File: config.mk
export PLATFORM = sky130hd
export DESIGN_NAME = uart_rx_ctrl
export DESIGN_NICKNAME = d
export VERILOG_FILES = /design/src/rtl/uart_rx_pkg.sv /design/src/rtl/uart_rx_ctrl.sv
export SDC_FILE = /design/constraint.sdc
export NUM_CORES = 1
export LEC_CHECK = 0
export CAP_MARGIN = 10
export CORE_MARGIN = 1
export CORE_UTILIZATION = 30
export CTS_BUF_LIST = sky130_fd_sc_hd__clkbuf_2 sky130_fd_sc_hd__clkbuf_4 sky130_fd_sc_hd__clkbuf_8
export CTS_CLUSTER_DIAMETER = 60
export DETAILED_ROUTE_END_ITERATION = 10
export PLACE_DENSITY_LB_ADDON = 0.05
export SYNTH_ARGS = -nofsm -noshare
export SYNTH_HDL_FRONTEND = slang
export SYNTH_SLANG_ARGS = --single-unit
File: constraint.sdc
create_clock -name clk -period 3 [get_ports clk]
set_input_delay 0.6 -clock clk [delete_from_list [all_inputs] [get_ports clk]]
set_output_delay 0.6 -clock clk [all_outputs]
set_load 0.01 [all_outputs]
File: src/rtl/uart_rx_pkg.sv
// Shared types and default widths for the uart_rx blocks.
package uart_rx_pkg;

  localparam int unsigned DATA_WIDTH = 8;
  localparam int unsigned PRESCALE_W = 6;
  localparam int unsigned BIT_CNT_W  = 4;

  typedef enum logic [2:0] {
    StIdle,
    StStart,
    StData,
    StParity,
    StStop,
    StDone
  } rx_state_e;

endpackage

File: src/rtl/uart_rx_ctrl.sv
// Frame-sequencing FSM for the UART receiver: steps START/DATA/PARITY/STOP, strobes the
// checkers and deserializer, and reports each finished frame with a one-cycle pulse.
module uart_rx_ctrl #(
  parameter int unsigned DATA_WIDTH = uart_rx_pkg::DATA_WIDTH,
  parameter int unsigned PRESCALE_W = uart_rx_pkg::PRESCALE_W,
  parameter int unsigned BIT_CNT_W  = uart_rx_pkg::BIT_CNT_W
) (
  input  logic                  clk,
  input  logic                  rst,
  input  logic                  rx_in,
  input  logic                  par_en,
  input  logic [PRESCALE_W-1:0] prescale,
  input  logic [PRESCALE_W-1:0] edge_cnt,
  input  logic [BIT_CNT_W-1:0]  bit_cnt,
  input  logic                  strt_glitch,
  input  logic                  par_err,
  input  logic                  stp_err,
  output logic                  cnt_enable,
  output logic                  data_samp_en,
  output logic                  strt_chk_en,
  output logic                  par_chk_en,
  output logic                  stp_chk_en,
  output logic                  deser_en,
  output logic                  busy,
  output logic                  data_valid,
  output logic                  par_err_o,
  output logic                  stp_err_o
);
  import uart_rx_pkg::*;

  rx_state_e state_q, state_d;
  logic      p_flag_q, p_flag_d;
  logic      s_flag_q, s_flag_d;
  logic      last_edge;
  logic      last_data_bit;
  logic      in_frame;

  assign last_edge     = (edge_cnt == (prescale - PRESCALE_W'(1)));
  assign last_data_bit = (bit_cnt == BIT_CNT_W'(DATA_WIDTH));

  always_comb begin
    state_d  = state_q;
    p_flag_d = p_flag_q;
    s_flag_d = s_flag_q;
    unique case (state_q)
      StIdle: begin
        if (!rx_in) state_d = StStart;
      end
      StStart: begin
        if (last_edge) state_d = strt_glitch ? StIdle : StData;
      end
      StData: begin
        if (last_edge && last_data_bit) state_d = par_en ? StParity : StStop;
      end
      StParity: begin
        if (last_edge) begin
          p_flag_d = p_flag_q | par_err;
          state_d  = StStop;
        end
      end
      StStop: begin
        if (last_edge) begin
          s_flag_d = s_flag_q | stp_err;
          state_d  = StDone;
        end
      end
      StDone: begin
        p_flag_d = 1'b0;
        s_flag_d = 1'b0;
        // A low line here is the next start bit; skip IDLE so the counter stays aligned.
        state_d  = rx_in ? StIdle : StStart;
      end
      default: state_d = StIdle;
    endcase
  end

  always_ff @(posedge clk) begin
    if (rst) begin
      state_q  <= StIdle;
      p_flag_q <= 1'b0;
      s_flag_q <= 1'b0;
    end else begin
      state_q  <= state_d;
      p_flag_q <= p_flag_d;
      s_flag_q <= s_flag_d;
    end
  end

  assign in_frame = (state_q == StStart) || (state_q == StData) ||
                    (state_q == StParity) || (state_q == StStop);

  always_comb begin
    cnt_enable   = in_frame;
    data_samp_en = in_frame;
    busy         = in_frame;
    strt_chk_en  = (state_q == StStart) && last_edge;
    par_chk_en   = (state_q == StParity) && last_edge;
    stp_chk_en   = (state_q == StStop) && last_edge;
    deser_en     = (state_q == StData) && last_edge && (bit_cnt != '0) &&
                   (bit_cnt <= BIT_CNT_W'(DATA_WIDTH));
    data_valid   = (state_q == StDone) && !p_flag_q && !s_flag_q;
    par_err_o    = (state_q == StDone) && p_flag_q;
    stp_err_o    = (state_q == StDone) && s_flag_q;
  end

endmodule

==> metrics.md <==
| Metric | Value |
|---|---|
| Status | finished with violations |
| Failing checks | negative setup slack |
| Placed inst area | 972 µm² |
| Initial antenna violation count | 0 |
| Clock slew at reported path FFs | 0.04 ns |
| Top_reg_cell synth | dfxtp_1 |
| Kind of critical path | primary input to output pin |
| Crit path DAT | 2.60 ns |
| PnR worst setup slack | -0.202 ns |
| Hpwl dp | 1220 µm |
| Max_cap viols | 0 |
| Via Count | 723 |
| Worst setup EP type | output pin |
| Asr flop ratio synth | 0% |
| Crit path cell chain | clkdlybuf4s15_1 -> or4_4 -> or3_4 -> a2111oi_4 -> buf_4 -> buf_6 -> and2_4 -> and3_4 -> buf_6 |
| First drt pass iteration count | 4 |
| Core Util, Final | 58.9% |
| Vias per inst | 4.76 |
| Fmax | 0.312 GHz |
| Most frequent cells after synthesis | inv_1 (8), nand2_1 (7), nor2_1 (7) |
| Worst rel slew slack | 69.6% |
| Syn Nets | 107 |
| Post-synth top area cell | dfxtp_1 |
| Largest net degree at the start of global routing | 16 |
| Worst EP required | 2.40 ns |
| Pre-CTS setup slack | -0.942 ns |
| Clock root buffer | clkbuf_4 |
| GP Congestion | 0.803 |
| CP max stage delay | 0.42 ns |
| Seq/Total Area, Yosys | 16.9% |
| Full die area | 2150 µm² |
| Port buffer count | 32 |
| EDFF count, synth | 0 |
| CP delay by family, top | simple AND/OR/NAND/NOR gates |
| Wire per inst | 10.2 µm |
| Sink Count | 5 |
| Core Box Area | 1780 µm² |
| TritonCTS clock tree | done |
| Most used cell, CP | buf_6 |
| Clock latency on the worst-skew pair | 0.24 ns |
| Post-route ant nets | 0 |
| Mapped cell area | 592 µm² |
| Initial DRC Count | 12 |
| Max VDD drop | 0.300 mV |
| Synthesized instance count | 83 |
| First-pass GRT wire length | 2580 µm |
| CTS max path bufs | 2 |
| Synth area leaders | dfxtp_1 (17%), xnor2_1 (8.9%), mux2_2 (5.7%), nor3_1 (5.1%), inv_1 (5.1%) |
| Worst Tran Pin Value | 0.455 ns |
| RSZ-0062 raised after global routing | true |
| # DRC | 0 |
| Leakage power total | 0.000448 µW |
| Buffer and inverter count on the worst path | 4 |
| Avg Cell Area, Syn | 7.13 µm² |
| Fin nets | 152 |
| Cell Rows | 15 |
| ANT cells | 0 |
| CTS H-Tree Depth | 1 |
| Hold Vio Cnt, Final | 0 |
| Final period util | 107% |
| Dominant cell by count in the synthesized netlist | inv_1 |
| Hold crit path type | flip-flop to flip-flop |
| Die height | 46.4 µm |
| Layout cells sized above 1 | 25.2% |
| Synth top area share | 16.9% |
| CP max stage cell | or4_4 |
| Final wirelength | 1550 µm |
| Area Growth Syn to Fin | 77.6% |
| Final Instance Area | 1050 µm² |
| Post-CTS Hold Buffers | 0 |
| GRT overflow | 0 |
| CP Max Fanout | 3 |
| Num CTS Buffers | 3 |
| Tot GR Track Use | 16.7% |
| Min cycle time layout | 3.20 ns |
| Flop and latch count out of synthesis | 5 |
| Final Max Tran Viols | 0 |
| Synth cell types | 29 |
| Final setup fails | 4 |
| I/O Pins | 33 |
| Warnings from Yosys | 0 |
| Starting Density | 33.2% |
| Chip Width | 46.4 µm |
| Startpoint types | primary input |
| Vias in the first global route | 607 |
| Worst Clk Skew | 0.000792 ns |
| PwrDens | 293 nW/µm² |
## worst paths after layout
check	cells after the start	end	start	slack, ns
max	9	par_chk_en	prescale[1]	-0.20
min	2	p_flag_q$_SDFFE_PP0P_	p_flag_q$_SDFFE_PP0P_	0.48
max reg2reg	4	state_q[1]$_SDFFE_PP0P_	state_q[0]$_SDFFE_PP0P_	1.07
min reg2reg	2	p_flag_q$_SDFFE_PP0P_	p_flag_q$_SDFFE_PP0P_	0.48
## where the power goes
| group | internal, µW | total [µW] | switching [µW] |
|---|---|---|---|
| logic | 84.4 | 140 | 55.8 |
| registers | 70.4 | 82.2 | 11.8 |
| clock network | 59.2 | 86.0 | 26.8 |
| total | 214 | 308 | 94.4 |
## per-stage QoR
stage	cells	total power (µW)	hold WS, ns	TNS [ns]
after floorplan	83	156	0.440	0
after global placement	142	215	0.462	-3.55
after detailed placement	142	216	0.470	-3.76
after CTS	152	312	0.478	-0.565
after global routing	152	333	0.510	-0.863
final	152	308	0.476	-0.510
## worst min-delay path, cell delays in order (launching register included)
cell,delay (ns)
dfxtp_1,0.31
nand2_1,0.05
o21ai_0,0.06
## cells in the final DEF (no fill, tap or decap), drive strengths merged
master and count:
and3 3, buf 19, ha 1, nand3 3, a21oi 5, o21ai 4
a21o 1, a2111oi 1, clkbuf 4, clkdlybuf4s15 1, or3 1, a31oi 1
a221oi 1, xor2 2, nand4 2, o211a 1, xnor2 6, o31ai 1
nand2 7, nor2 7, clkdlybuf4s50 24, nor4b 1, or4 1, nor3 6
dfxtp 5, nand2b 3, mux2 3, nor2b 2, a211oi 2, and2 1
inv 8
## layer usage
layer / global-route usage [%] / routed length (µm) / up-vias
li1: - / - / 379
met1: 22.1 / 755 / 316
met2: 25.0 / 683 / 28
met3: 8.24 / 114 / 0
met4: 1.76 / 0 / 0
met5: 0 / 0 / -
## state kept, by name, indices dropped and copies added, names as in the netlist
name	flops
p_flag_q	1
s_flag_q	1
state_q	3
## cell type report
cell class / count / area (µm²)
Tap cell: 25 / 31.3
Clock buffer: 4 / 30.0
Fill cell: 173 / 732
Multi-Input combinational cell: 66 / 455
Sequential cell: 5 / 100
Inverter: 8 / 30.0
Timing Repair Buffer: 44 / 404
## logic make-up (layout without fill, tap and decap cells)
logic type	count (synthesis)	after routing	share of synthesized area (%)
mux	3	3	5.71
flops	5	5	16.9
buf+inv	12	56	8.88
compound gates	17	17	21.6
xor+xnor	8	8	11.8
fa+ha+maj	1	1	2.11
simple gates	37	37	33.0
## timing repair
item                       4_1_cts  5_1_grt
resized for setup               36        2
setup buffers                    6        0
setup endpoints to repair        4        4
pin swaps                        5        4
(Power assumes the default switching activity.)
